File: src/rtl/inst_fetch_aligner.sv
// Instruction fetch aligner: turns aligned 32-bit memory words into a stream of
// 16/32-bit instructions via a halfword queue, with redirect and stale-response handling.
module inst_fetch_aligner #(
  parameter logic [63:0] INIT_ADDR = 64'h8000_0000,
  parameter int          QDEPTH    = 4
) (
  input  logic        clk,
  input  logic        rst,
  output logic        req_valid,
  input  logic        req_ready,
  output logic [63:0] req_addr,
  input  logic        rsp_valid,
  input  logic [31:0] rsp_rdata,
  input  logic        flush,
  input  logic [63:0] flush_pc,
  output logic        if_valid,
  input  logic        if_ready,
  output logic [63:0] if_pc,
  output logic [31:0] if_bits,
  output logic        if_is_rvc
);

  localparam int PW = $clog2(QDEPTH);
  localparam int CW = $clog2(QDEPTH + 1);
  localparam logic [CW-1:0] CNT_HI = CW'(QDEPTH - 2);

  typedef enum logic [1:0] {IDLE, WAIT, WAIT_DISCARD} state_e;

  state_e          state_q, state_d;
  logic [63:0]     fetch_addr_q, fetch_addr_d;
  logic [63:0]     head_pc_q, head_pc_d;
  logic            drop_first_q, drop_first_d;
  logic [PW-1:0]   rd_ptr_q, rd_ptr_d;
  logic [PW-1:0]   wr_ptr_q, wr_ptr_d;
  logic [CW-1:0]   count_q, count_d;
  logic [15:0]     mem_q [QDEPTH];

  logic [15:0]     h0, h1;
  logic            rvc, inst_ok;
  logic [1:0]      push_n, pop_n;
  logic            wr0_en, wr1_en;
  logic [15:0]     wr0_data;
  logic            unused_pc0;

  assign unused_pc0 = flush_pc[0];

  // Circular pointer advance by 0..2 entries; QDEPTH need not be a power of two.
  function automatic logic [PW-1:0] ptr_add(input logic [PW-1:0] p, input logic [1:0] n);
    logic [PW:0] s;
    s = {1'b0, p} + {{(PW-1){1'b0}}, n};
    if (s >= (PW+1)'(QDEPTH)) s = s - (PW+1)'(QDEPTH);
    return s[PW-1:0];
  endfunction

  always_comb begin
    h0      = mem_q[rd_ptr_q];
    h1      = mem_q[ptr_add(rd_ptr_q, 2'd1)];
    rvc     = (h0[1:0] != 2'b11);
    inst_ok = ((count_q != '0) && rvc) || (count_q >= CW'(2));
  end

  // Outputs are zero whenever no instruction is presented, so stale queue data never leaks.
  assign if_valid  = inst_ok;
  assign if_is_rvc = inst_ok && rvc;
  assign if_bits   = !inst_ok ? 32'h0 : (rvc ? {16'h0, h0} : {h1, h0});
  assign if_pc     = inst_ok ? head_pc_q : 64'h0;
  assign req_valid = !rst && (state_q == IDLE) && !flush && (count_q <= CNT_HI);
  assign req_addr  = fetch_addr_q;

  always_comb begin
    state_d      = state_q;
    fetch_addr_d = fetch_addr_q;
    head_pc_d    = head_pc_q;
    drop_first_d = drop_first_q;
    rd_ptr_d     = rd_ptr_q;
    wr_ptr_d     = wr_ptr_q;
    count_d      = count_q;
    push_n       = 2'd0;
    pop_n        = 2'd0;
    wr0_en       = 1'b0;
    wr1_en       = 1'b0;
    wr0_data     = rsp_rdata[15:0];

    if (flush) begin
      count_d      = '0;
      rd_ptr_d     = '0;
      wr_ptr_d     = '0;
      head_pc_d    = {flush_pc[63:1], 1'b0};
      fetch_addr_d = {flush_pc[63:2], 2'b00};
      drop_first_d = flush_pc[1];
      // A response landing with the flush is already consumed; otherwise an
      // outstanding request must still be drained.
      if (rsp_valid)             state_d = IDLE;
      else if (state_q == WAIT)  state_d = WAIT_DISCARD;
    end else begin
      if (req_valid && req_ready) begin
        state_d      = WAIT;
        fetch_addr_d = fetch_addr_q + 64'd4;
      end
      if (rsp_valid && (state_q == WAIT)) begin
        state_d = IDLE;
        wr0_en  = 1'b1;
        if (drop_first_q) begin
          wr0_data     = rsp_rdata[31:16];
          push_n       = 2'd1;
          drop_first_d = 1'b0;
        end else begin
          wr1_en = 1'b1;
          push_n = 2'd2;
        end
      end
      if (rsp_valid && (state_q == WAIT_DISCARD)) state_d = IDLE;
      if (inst_ok && if_ready) begin
        pop_n     = rvc ? 2'd1 : 2'd2;
        head_pc_d = head_pc_q + (rvc ? 64'd2 : 64'd4);
      end
      rd_ptr_d = ptr_add(rd_ptr_q, pop_n);
      wr_ptr_d = ptr_add(wr_ptr_q, push_n);
      count_d  = count_q + CW'(push_n) - CW'(pop_n);
    end
  end

  always_ff @(posedge clk or posedge rst) begin
    if (rst) begin
      state_q      <= IDLE;
      fetch_addr_q <= {INIT_ADDR[63:2], 2'b00};
      head_pc_q    <= INIT_ADDR;
      drop_first_q <= INIT_ADDR[1];
      rd_ptr_q     <= '0;
      wr_ptr_q     <= '0;
      count_q      <= '0;
    end else begin
      state_q      <= state_d;
      fetch_addr_q <= fetch_addr_d;
      head_pc_q    <= head_pc_d;
      drop_first_q <= drop_first_d;
      rd_ptr_q     <= rd_ptr_d;
      wr_ptr_q     <= wr_ptr_d;
      count_q      <= count_d;
    end
  end

  // Queue storage holds data only; validity is tracked by count_q.
  always_ff @(posedge clk) begin
    if (wr0_en) mem_q[wr_ptr_q] <= wr0_data;
    if (wr1_en) mem_q[ptr_add(wr_ptr_q, 2'd1)] <= rsp_rdata[31:16];
  end

endmodule

File: config.mk
export PLATFORM = sky130hd
export DESIGN_NAME = inst_fetch_aligner
export DESIGN_NICKNAME = d
export VERILOG_FILES = /design/src/rtl/inst_fetch_aligner.sv
export SDC_FILE = /design/constraint.sdc
export NUM_CORES = 1
export LEC_CHECK = 0
export CORE_MARGIN = 10
export CORE_UTILIZATION = 50
export DETAILED_ROUTE_END_ITERATION = 6
export PLACE_DENSITY = 0.84
export SYNTH_ARGS = -nofsm -noshare
export SYNTH_HDL_FRONTEND = slang
export SYNTH_SLANG_ARGS = --single-unit
File: constraint.sdc
create_clock -name clk -period 6.5 [get_ports clk]
set_input_delay 1.3 -clock clk [delete_from_list [all_inputs] [get_ports clk]]
set_output_delay 1.3 -clock clk [all_outputs]
set_load 0.005 [all_outputs]
==> Yosys cells after proc, flatten, opt, wreduce, memory -nomap -nowiden <==
Memory sizes are Yosys's and may differ from the RTL's.
Index checks and enable logic that the tools add are counted.
{ "totals": {"register_bits": 138, "word_cells": 91, "n_memories": 1, "mem_bits_rw": 64} }
{ "memory_table": {"columns": ["memory", "words", "word_bits", "read_ports", "rd_clocked_by_memory_dff", "write_ports", "line", "rtl"], "rows": [
  ["mem_q", 4, 16, 2, 0, 2, "36", "logic [15:0] mem_q [QDEPTH];"]
]} }
{ "op_classes": {"reduce_logical": 19, "muxes": 42, "n_lt_le_gt_ge": 6, "n_eq_ne": 4, "n_addsub": 12} }
{ "op_table": {"columns": ["operator", "count"], "rows": [
  ["$mux W64", 5],
  ["$add A64 B3 Y64", 1],
  ["$add A64 B3 Y64 const B", 1],
  ["$mux W32", 2],
  ["$mux W16", 3],
  ["$mux W2", 19],
  ["$ge A3 B3 Y1 const B", 4],
  ["$mux W1", 11],
  ["$logic_and A1 B1 Y1", 9],
  ["$sub A2 B1 Y2 const B", 4],
  ["$add A2 B1 Y3 const B", 2],
  ["$add A2 B2 Y3", 2],
  ["$mux W3", 2],
  ["$reduce_bool A2 Y1", 3],
  ["$reduce_bool A4 Y1", 1],
  ["$add A3 B2 Y3", 1],
  ["$ge A3 B2 Y1 const B", 1],
  ["$le A3 B2 Y1 const B", 1],
  ["$ne A3 B2 Y1 const B", 1],
  ["$reduce_bool A3 Y1", 1],
  ["$sub A3 B2 Y3", 1],
  ["$eq A2 B1 Y1 const B", 1],
  ["$eq A2 B2 Y1 const B", 1],
  ["$logic_not A1 Y1", 2],
  ["other kinds (4)", 4]
]} }

==> Longest topological paths before layout <==
Gate-level depths: netlist of the first run.
An unclocked memory read counts as a cell.
{ "depth": {"ltp_word": 11, "ltp_mapped": 16} }

==> Worst setup path after synthesis of the first run <==
Ideal clock, no wire load.
{ "synth_path": {"path_kind": "reg-to-reg", "start": "register rd_ptr_q[0]", "end": "register head_pc_q[57]", "path_buffers": 5, "setup_ps": 144, "t_required_ps": 6356, "period_less_slack_ps": 3697, "arrival_ps": 3553, "setup_slack_ps": 2803, "stages_incl_launch_ff": 17, "path_cell_list": "dfrtp_1 buf_2 mux4_2 and2_1 clkbuf_1 clkbuf_1 inv_1 ha_1 fa_1 nand4_1 nor3_1 or3b_1 clkbuf_1 clkbuf_1 nor4b_1 xnor2_1 mux2i_1"} }
{ "synth_between": {"elab_chain_len": 6, "elab_cells_between_ends": 10, "classes_between": "add/sub (1); eq/ne (1); mux (3); reduce/logical (4); memory (1)"} }
{ "synth_lines": {"columns": ["item", "line", "rtl"], "rows": [
  ["from (decl)", "33", "logic [PW-1:0] rd_ptr_q, rd_ptr_d;"],
  ["from (signal assigned)", "137", "rd_ptr_q <= rd_ptr_d;"],
  ["$mem_v2 Z4 W16 (*)", null, null],
  ["$ne A2 B2 Y1 (*)", "58", "rvc = (h0[1:0] != 2'b11);"],
  ["$mux W3 / $logic_and A1 B1 Y1 (equally long branches)", "115, 59", null],
  ["$add A64 B3 Y64 / $logic_or A1 B1 Y1 (equally long branches)", "115, 59", null],
  ["$mux W64 / $logic_and A1 B1 Y1 (equally long branches)", "113", "if (inst_ok && if_ready) begin"],
  ["$mux W64 / $reduce_bool A2 Y1 (equally long branches)", null, null],
  ["to (signal assigned)", "135", "head_pc_q <= head_pc_d;"],
  ["to (decl)", "31", "logic [63:0] head_pc_q, head_pc_d;"]
]} }
Mark *: on every way between the ends. The rest lies on a longest branch, timed or not. The select of a mux whose other input is x is not followed.
A chain may end at the register's enable or synchronous reset.

==> Worst setup path in the final report of the first run <==
{ "layout_path": {"start": "register rd_ptr_q[1]", "end": "output port if_pc[48]"} }
{ "layout_between": {"elab_chain_len": 5} }
{ "layout_lines": {"columns": ["item", "line", "rtl"], "rows": [
  ["$mem_v2 Z4 W16", null, null],
  ["$ne A2 B2 Y1", "58", null],
  ["$logic_and A1 B1 Y1", "59", "inst_ok = ((count_q != '0) && rvc) || (count_q >= CW'(2));"],
  ["$logic_or A1 B1 Y1", "59", null],
  ["$mux W64", "66", "assign if_pc = inst_ok ? head_pc_q : 64'h0;"],
  ["to (decl)", "18", "output logic [63:0] if_pc,"]
]} }
No other way between the ends.

==> flow_summary_export.csv, run 1 <==
group,metric,value,unit
run_status,status,"finished, final reports clean",
pwr,power_frac_seq,35.9,%
clocking,insertion_delay,450,ps
floorplan,initial_core_util,50.55,%
sta,setup_viol,0,
routing,wl,38810,µm
clocking,ctsHtreeMaxLevel,4,
pwr,power.internal,2.859,mW
placement,place_area,15070,µm²
setup_path,crit_arrival,4370,ps
sta,rsz0062_at_grt,"no",
yosys,ys_top_cells_by_area,"dfrtp_1 (27%), edfxtp_1 (16%), mux2_2 (8.8%)",
yosys,synth_top_area_share,27.23,%
placement,hpwl,28120,µm
clocking,path_clk_slew,80,ps
layout,syn_to_final_growth,28.18,%
sta,fmax,0.1764,GHz
clocking,cts_resized,0,
routing,wl_per_cell,22.20,µm
routing,drcViolationCount,0,
pwr,swShare,34.31,%
hold_path,min_from,"req_addr[31]$_DFFE_PP1P_",
routing,num_vias,10730,
setup_path,crit_path_end_kind,"primary output",
floorplan,die_y,176.3,µm
grt,grtUsageTotal,24.00,%
sta,final.period_utilization,87.21,%
yosys,yosys_warnings,0,
routing,postRouteAntennaNets,0,
pwr,p_switching,1.493,mW
yosys,ys_ff_latch,199,
layout,drive_gt1_share,13.80,%
floorplan,die_width,176.3,µm
yosys,synth_top_area_cell,"dfrtp_1",
layout,fin_cells,1748,
setup_path,crit_type,"reg2out",
setup_path,cp.required,5200,ps
run,max_cap_viol_count,0,
pwr,p_clk_share,24.2,%
sta,finClkSkew,18.45,ps
routing,via_per_inst,6.137,
floorplan,rows,57,
yosys,synth-main-ff-cell,"dfrtp_1",
yosys,seq_area_frac_synth,43.39,%
routing,drt_iter0_markers,1135,
layout,fin_util,64.80,%
sta,slew_headroom,32.33,%
placement,port_buffers,260,
yosys,synth_cell_types,60,
pwr,comb_power_share,39.9,%
yosys,async_flop_share,67.84,%
floorplan,core,24180,µm²
grt,grt_pass1_vias,10740,
placement,place_inst,1712,
grt,grt_pass1_wl,59500,µm
setup_path,crit_fanout,56,
layout,design_area,15670,µm²
yosys,syn_inst,1185,
setup_path,crit_path_start_kind,"register",
clocking,clkSinkCount,199,
layout,fin_nets,1517,
routing,first_pass_iters,5,
floorplan,pin_count,265,
sta,hold_viol,0,
placement,gp_congestion,0.9163,
pwr,power_density,277.8,nW/µm²
clocking,clockRootBuffer,"clkbuf_16",
yosys,synth_area,12220,µm²
sta,min_period,5668,ps
setup_path,crit_start,"rd_ptr_q[1]$_DFF_PP0_",
yosys,synth.avg_cell_area,10.31,µm²
floorplan,die_area,31100,µm²
yosys,synth_edf_count,64,
grt,grt_max_degree,88,
pwr,irDropWorstVdd,0.2027,mV
sta,drv_slew,0,
grt,antenna_found_initial,4,
sta,setup_tns,0,ps
sta,worstMarginPinSlew,1006,ps
grt,overflow,0,
clocking,hold_buffers,0,
clocking,post-cts-setup-buffers,0,
pwr,total_leakage_power,5.714,nW
layout,n_fill_cell,1875,
setup_path,r2r_start,"rd_ptr_q[1]$_DFF_PP0_",
clocking,cts_tree,"built",
clocking,ctsLongestPathBuffers,2,
hold_path,hold_path.class,"reg2reg",
clocking,cts_buffers,17,
final cells by class:
cell class / count / area (µm²) / share of cell area (%)
Antenna cell: 4 / 10.01 / 0.06389
Clock buffer: 19 / 442.9 / 2.827
Clock inverter: 13 / 140.1 / 0.8945
Inverter: 30 / 118.9 / 0.7587
Multi-Input combinational cell: 883 / 6528 / 41.67
Sequential cell: 199 / 5304 / 33.86
Tap cell: 324 / 405.4 / 2.588
Timing Repair Buffer: 276 / 2718 / 17.35
logic make-up (layout without fill, tap and decap cells):
kind of cell | Yosys count | in the layout | synth area share, %
other | 1 | 7 | 0.03068
and+or+nand+nor | 505 | 505 | 22.76
xor gates and xnor gates | 95 | 95 | 6.808
DFF | 199 | 199 | 43.39
adders and majority gates | 8 | 8 | 1.003
muxes | 135 | 135 | 15.31
buffers and inverters | 105 | 338 | 3.419
AOI/OAI and AO/OA | 137 | 137 | 7.289
layout by cell type, fill, tap and decap left out, types with 26 or more instances in the layout:
| master | count |
|---|---|
| nand4_1 | 45 |
| inv_1 | 27 |
| dfrtp_1 | 132 |
| nand3_1 | 50 |
| nor2_1 | 70 |
| o21ai_0 | 36 |
| nor4_1 | 44 |
| a21oi_1 | 26 |
| and3_1 | 31 |
| mux2_2 | 95 |
| edfxtp_1 | 64 |
| clkdlybuf4s50_1 | 259 |
| nor3_1 | 37 |
| xor2_1 | 27 |
| and2_1 | 78 |
| nand2_1 | 86 |
| mux4_2 | 32 |
| xnor2_1 | 68 |
Yosys cell counts (all sizes together), types with 11 or more instances:
library cell / instances
a31oi: 11
xor2: 27
nand4: 46
clkbuf: 59
o21ai: 40
nand2: 86
nor4: 48
mux4: 32
nand3: 50
and3: 31
a21boi: 17
nand2b: 14
and2: 78
a21oi: 26
inv: 30
nor2: 71
xnor2: 68
nor3: 37
mux2: 95
buf: 16
dfrtp: 133
edfxtp: 64
o31a: 16
power by group through the flow:
stage / clock, mW / combinational [mW] / sequential, mW
CTS: 1.06 / 1.75 / 1.55
global placement: 0 / 1.69 / 1.57
detailed placement: 0 / 1.74 / 1.58
floorplan: 0 / 0.871 / 1.52
finish: 1.06 / 1.74 / 1.56
global route: 1.11 / 1.86 / 1.58
path summary, 6_finish.rpt:
check / cells after the start / endpoint / slack [ps]
max in group asynchronous: 3 / head_pc_q[62]$_DFFE_PP0N_ / 3880
worst min-delay path: 1 / req_addr[31]$_DFFE_PP1P_ / 540
min in group asynchronous: 2 / count_q[2]$_DFF_PP0_ / 1420
worst max-delay path: 8 / if_pc[48] / 830
worst min register to register: 1 / req_addr[31]$_DFFE_PP1P_ / 540
worst max register to register: 11 / head_pc_q[39]$_DFFE_PP0N_ / 2110
stage by stage:
| step | total power [mW] | setup WS [ps] | hold WS [ps] |
|---|---|---|---|
| 2_1_floorplan | 2.390 | 1592 | 515.9 |
| 3_3_place_gp | 3.267 | 1489 | 516.5 |
| 3_5_place_dp | 3.318 | 1362 | 523.2 |
| 4_1_cts | 4.366 | 880.5 | 532.7 |
| 5_1_grt | 4.549 | 629.6 | 550.9 |
| 6_report | 4.352 | 831.5 | 535.3 |
metal layers:
layer / part of all wire [%] / GRT usage [%] / wire length (µm) / vias up
met5: 0 / 0 / 0 / -
met4: 3.4 / 10.19 / 1302 / 0
met3: 7.9 / 4.272 / 3053 / 86
met2: 51 / 41.40 / 19730 / 558
met1: 38 / 29.00 / 14720 / 5274
li1: - / - / - / 4810
worst max-delay path, cell delays in order (launching register included):
cell	delay, ps
dfrtp_1	700
mux4_2	430
a21boi_0	610
nor2_4	20
buf_4	300
inv_2	720
buf_4	420
and2_1	180
clkdlybuf4s50_1	520
state kept, by name, summed over array words and instances (netlist names):
signal	flops
head_pc_q	63
rd_ptr_q	2
req_addr	62
wr_ptr_q	2
mem_q	64
count_q	3
drop_first_q	1
state_q	2
Power figures use the tool's default switching activity.
==> run 2, diff against run 1 <==
--- a/config.mk
+++ b/config.mk
@@ -6,9 +6,9 @@
 export NUM_CORES = 1
 export LEC_CHECK = 0
 export CORE_MARGIN = 10
-export CORE_UTILIZATION = 50
+export CORE_UTILIZATION = 52
 export DETAILED_ROUTE_END_ITERATION = 6
-export PLACE_DENSITY = 0.84
+export PLACE_DENSITY = 0.87
 export SYNTH_ARGS = -nofsm -noshare
 export SYNTH_HDL_FRONTEND = slang
 export SYNTH_SLANG_ARGS = --single-unit
==> run 2 against run 1 <==
Compared with the run above:
- via count decreased by 0.21%
- count of clock-buffer cells in the layout unchanged
- hold slack improved by 1.1 ps
- cell area rose by 0.14%
- fmax is 4.9% higher
- critical path depth fell by 2
- die area shrank 3.4%
- critical path type unchanged
==> flow_summary_export.csv, run 2 (synthesized netlist as in run 1, its figures left out) <==
group,metric,value,unit
run_status,status,"finished, final reports clean",
layout,n_fill_cell,1763,
placement,hpwl,28120,µm
routing,drt_iter0_markers,1319,
floorplan,initial_core_util,52.38,%
floorplan,die_width,173.3,µm
clocking,insertion_delay,460,ps
layout,syn_to_final_growth,28.36,%
routing,via_per_inst,6.145,
placement,port_buffers,260,
setup_path,crit_fanout,83,
layout,fin_nets,1517,
sta,final.period_utilization,83.11,%
sta,setup_tns,0,ps
sta,slew_headroom,17.73,%
clocking,cts_buffers,17,
setup_path,crit_path_end_kind,"primary output",
setup_path,crit_arrival,4100,ps
hold_path,hold_path.class,"reg2reg",
pwr,irDropWorstVdd,0.1753,mV
clocking,clkSinkCount,199,
floorplan,rows,56,
floorplan,core,23330,µm²
layout,max_flop_register,"mem_q",
sta,hold_viol,0,
run,max_cap_viol_count,0,
sta,rsz0062_at_grt,"no",
placement,gp_congestion,0.9343,
pwr,total_leakage_power,5.733,nW
grt,overflow,0,
clocking,path_clk_slew,70,ps
floorplan,die_y,173.3,µm
clocking,ctsLongestPathBuffers,2,
routing,wl_per_cell,22.53,µm
sta,setup_viol,0,
setup_path,crit_path_start_kind,"register",
pwr,power_density,280.4,nW/µm²
routing,first_pass_iters,6,
layout,final_common_cell,"clkdlybuf4s50_1",
clocking,clockRootBuffer,"clkbuf_16",
clocking,ctsHtreeMaxLevel,4,
grt,grt_pass1_vias,10870,
sta,finClkSkew,14.72,ps
sta,fmax,0.1851,GHz
floorplan,die_area,30030,µm²
routing,drcViolationCount,0,
setup_path,crit_type,"reg2out",
grt,grtUsageTotal,25.55,%
grt,antenna_found_initial,4,
clocking,cts_resized,0,
routing,num_vias,10710,
layout,final_cell_mix,"clkdlybuf4s50_1 (259), dfrtp_1 (131), mux2_2 (95), nand2_1 (86), and2_1 (78)",
clocking,hold_buffers,0,
sta,min_period,5402,ps
floorplan,pin_count,265,
layout,drive_gt1_share,13.94,%
sta,drv_slew,0,
layout,largest_reg_flops,64,
clocking,post-cts-setup-buffers,0,
pwr,power,4.398,mW
grt,grt_max_degree,84,
sta,worstMarginPinSlew,1232,ps
grt,grt_pass1_wl,61990,µm
setup_path,cp.required,5200,ps
clocking,cts_tree,"built",
routing,postRouteAntennaNets,0,
routing,wl,39260,µm
## run 2: cell count changes in the layout (fill, tap and decap cells not counted), sizes merged
cell,previous run,this run
bufinv,0,1
diode,4,3
inv,34,36
clkinv,8,5
## run 2: path summary, 6_finish.rpt
check / start / end / slack [ps] / depth (start not counted)
setup / recovery: rd_ptr_q[0]$_DFF_PP0_ / if_pc[1] / 1100 / 6
hold / removal: req_addr[31]$_DFFE_PP1P_ / req_addr[31]$_DFFE_PP1P_ / 540 / 1
setup reg to reg: rd_ptr_q[0]$_DFF_PP0_ / head_pc_q[39]$_DFFE_PP0N_ / 2270 / 11
hold reg to reg: req_addr[31]$_DFFE_PP1P_ / req_addr[31]$_DFFE_PP1P_ / 540 / 1
max in group asynchronous: rst / req_addr[27]$_DFFE_PP0P_ / 3930 / 3
min in group asynchronous: rst / state_q[0]$_DFFE_PP0P_ / 1400 / 2
## run 2: critical path: stages (launching register included)
cell,delay [ps]
dfrtp_2,450
mux4_2,560
a21boi_0,490
nor2_4,320
inv_2,980
and2_1,310
clkdlybuf4s50_1,530
## run 2: layout make-up
cell class	instances	area (µm²)	area share (%)
Multi-Input combinational cell	883	6521	41.57
Sequential cell	199	5305	33.82
Timing Repair Buffer	276	2718	17.32
Clock buffer	19	464.2	2.959
Tap cell	319	399.1	2.544
Clock inverter	13	156.4	0.9970
Inverter	30	116.4	0.7417
Antenna cell	3	7.507	0.04785
## run 2: metal layers
| layer | global-route usage [%] | part of all wire (%) | up-vias |
|---|---|---|---|
| li1 | - | - | 4806 |
| met1 | 31.44 | 38 | 5239 |
| met5 | 0 | 0 | - |
| met3 | 4.596 | 8.2 | 92 |
| met2 | 43.11 | 50 | 568 |
| met4 | 11.21 | 3.6 | 0 |
## run 2: metrics by stage
stage / cells / hold WS (ps) / worst slack, ps / utilization [%] / instance area [µm²]
final: 1742 / 536.4 / 1098 / 67.24 / 15690
after global routing: 1742 / 545.0 / 873.3 / 67.24 / 15690
after CTS: 1739 / 531.4 / 1084 / 67.20 / 15680
after detailed placement: 1707 / 520.4 / 1614 / 64.54 / 15060
after global placement: 1707 / 516.1 / 1650 / 64.54 / 15060
after floorplan: 1187 / 515.9 / 1592 / - / 12230
## run 2: power breakdown
| group | switching [mW] | internal (mW) |
|---|---|---|
| Clock | 0.542 | 0.583 |
| Sequential | 0.158 | 1.40 |
| Combinational | 0.788 | 0.930 |
==> run 3, diff against run 2 <==
--- a/config.mk
+++ b/config.mk
@@ -6,9 +6,9 @@
 export NUM_CORES = 1
 export LEC_CHECK = 0
 export CORE_MARGIN = 10
-export CORE_UTILIZATION = 52
+export CORE_UTILIZATION = 47
 export DETAILED_ROUTE_END_ITERATION = 6
-export PLACE_DENSITY = 0.87
+export PLACE_DENSITY = 0.83
 export SYNTH_ARGS = -nofsm -noshare
 export SYNTH_HDL_FRONTEND = slang
 export SYNTH_SLANG_ARGS = --single-unit
==> constraint.sdc (replaced) <==
create_clock -name clk -period 4.5 [get_ports clk]
set_input_delay 0.9 -clock clk [delete_from_list [all_inputs] [get_ports clk]]
set_output_delay 0.9 -clock clk [all_outputs]
set_load 0.005 [all_outputs]
==> run 3 against run 2 <==
Compared with the run above:
- sequential share of layout area is 0.18 points lower
- power is 45% higher
- sequential cell count stayed put
- via count is 0.10% higher
- clock skew is 3.5 ps higher
- die area is 9.4% higher
- clock power is 41% higher
- register-to-register slack worse by 1700 ps
- critical path type unchanged
==> flow_summary_export.csv, run 3 (synthesized netlist as in run 1, its figures left out) <==
group,metric,value,unit
floorplan,initial_core_util,48.12,%
layout,final_common_cell,"clkdlybuf4s50_1",
clocking,cts_buffers,17,
sta,drv_slew,0,
clocking,cts_tree,"built",
placement,gp_congestion,0.9212,
placement,dp_worst_setup_slack,456.2,ps
run_status,status,"finished, final reports clean",
routing,first_pass_iters,6,
setup_path,rr_worst_depth,11,
layout,fin_nets,1525,
placement,place_inst,1725,
clocking,clkSinkCount,199,
clocking,insertion_delay,440,ps
clocking,post-cts-setup-buffers,0,
floorplan,die_area,32850,µm²
floorplan,pin_count,265,
hold_path,hold_path.class,"reg2reg",
pwr,total_leakage_power,5.775,nW
grt,antenna_found_initial,3,
layout,fin_cells,1760,
placement,port_buffers,260,
routing,drt_iter0_markers,1237,
sta,rsz0062_at_grt,"no",
routing,wl,39370,µm
floorplan,rows,58,
grt,grt_pass1_vias,10710,
grt,overflow,0,
layout,drive_gt1_share,14.50,%
sta,setup_viol,0,
layout,max_flop_register,"mem_q",
setup_path,crit_arrival,3360,ps
grt,grt_pass1_wl,61450,µm
hold_path,min_from,"req_addr[31]$_DFFE_PP1P_",
pwr,power_density,404.0,nW/µm²
floorplan,core,25400,µm²
run,max_cap_viol_count,0,
setup_path,crit_path_end_kind,"primary output",
setup_path,path_cells,"mux4_2 -> a21boi_2 -> nor2_4 -> inv_2 -> buf_4 -> and2_1 -> clkdlybuf4s50_1",
clocking,ctsHtreeMaxLevel,4,
placement,hpwl,28040,µm
layout,final_cell_mix,"clkdlybuf4s50_1 (259), dfrtp_1 (131), mux2_2 (95), nand2_1 (86), and2_1 (78)",
floorplan,die_width,181.3,µm
setup_path,r2r_setup_slack,610,ps
floorplan,die_y,181.3,µm
clocking,hold_buffers,0,
setup_path,r2r_start,"rd_ptr_q[1]$_DFF_PP0_",
setup_path,r2r_end,"head_pc_q[55]$_DFFE_PP0N_",
setup_path,max_stage_delay,620,ps
layout,n_fill_cell,2028,
setup_path,crit_path_start_kind,"register",
clocking,path_clk_slew,80,ps
setup_path,crit_type,"reg2out",
setup_path,crit_fanout,53,
clocking,clockRootBuffer,"clkbuf_16",
sta,worstMarginPinSlew,1152,ps
sta,setup_tns,0,ps
setup_path,cp.required,3600,ps
routing,drcViolationCount,0,
sta,slew_headroom,22.89,%
hold_path,holdPathEnd,"req_addr[31]$_DFFE_PP1P_",
clocking,ctsLongestPathBuffers,2,
layout,design_area,15770,µm²
grt,grt_max_degree,125,
routing,via_per_inst,6.089,
routing,num_vias,10720,
setup_path,slowest_stage,"dfrtp_2",
sta,final.setup.worst_slack,244.5,ps
layout,syn_to_final_growth,29.03,%
sta,hold_viol,0,
grt,grtUsageTotal,23.12,%
layout,fin_util,62.09,%
pwr,irDropWorstVdd,0.3392,mV
sta,fmax,0.2350,GHz
sta,finClkSkew,18.25,ps
layout,largest_reg_flops,64,
hold_path,hold_depth,1,
sta,final.period_utilization,94.57,%
sta,holdWs,548.7,ps
sta,min_period,4256,ps
pwr,power,6.371,mW
routing,wl_per_cell,22.37,µm
routing,postRouteAntennaNets,0,
placement,place_area,15150,µm²
## run 3: area by class of cell
class | instances | area (µm²) | area share (%)
Antenna cell | 2 | 5.005 | 0.03174
Clock buffer | 18 | 439.2 | 2.785
Clock inverter | 14 | 163.9 | 1.039
Inverter | 30 | 117.6 | 0.7458
Multi-Input combinational cell | 884 | 6531 | 41.42
Sequential cell | 199 | 5305 | 33.64
Tap cell | 330 | 412.9 | 2.618
Timing Repair Buffer | 283 | 2795 | 17.72
## run 3: how the worst max path moves through the flow
stage | end | startpoint | depth (start not counted)
2_1_floorplan | head_pc_q[57]$_DFFE_PP0N_ | rd_ptr_q[0]$_DFF_PP0_ | 16
3_3_place_gp | if_bits[10] | rd_ptr_q[1]$_DFF_PP0_ | 7
3_5_place_dp | if_bits[10] | rd_ptr_q[1]$_DFF_PP0_ | 7
4_1_cts | if_pc[58] | rd_ptr_q[1]$_DFF_PP0_ | 7
5_1_grt | if_pc[13] | rd_ptr_q[1]$_DFF_PP0_ | 7
6_report | if_pc[29] | rd_ptr_q[1]$_DFF_PP0_ | 7
## run 3: metal layers
layer / vias to the layer above / global-route usage, % / wire [µm]
met5: - / 0 / 11
met4: 2 / 7.224 / 1136
met3: 101 / 5.455 / 3240
met2: 527 / 39.38 / 19730
met1: 5277 / 28.35 / 15250
li1: 4809 / - / -
## run 3: timing repair
| item | CTS | global route |
|---|---|---|
| gates resized for setup | 1 | 1 |
| endpoints found under the setup margin | 1 | 46 |
| pin swaps | 0 | 1 |
| cloned | 0 | 1 |
| hold endpoints to repair | 0 | 0 |
## run 3: power by group
part           switching [mW]  leakage (nW)  internal [mW]  total (mW)
clock                   0.790         0.301          0.790        1.58
sequential              0.232          2.15           2.02        2.25
combinational            1.18          3.32           1.37        2.54
## run 3: critical path: cells and delay by family, from the launching register on
family	cells	cell delay, ps
AOI/OAI and AO/OA	1	380
buffers and inverters	3	1040
and+or+nand+nor	2	450
muxes	1	410
DFF	1	620
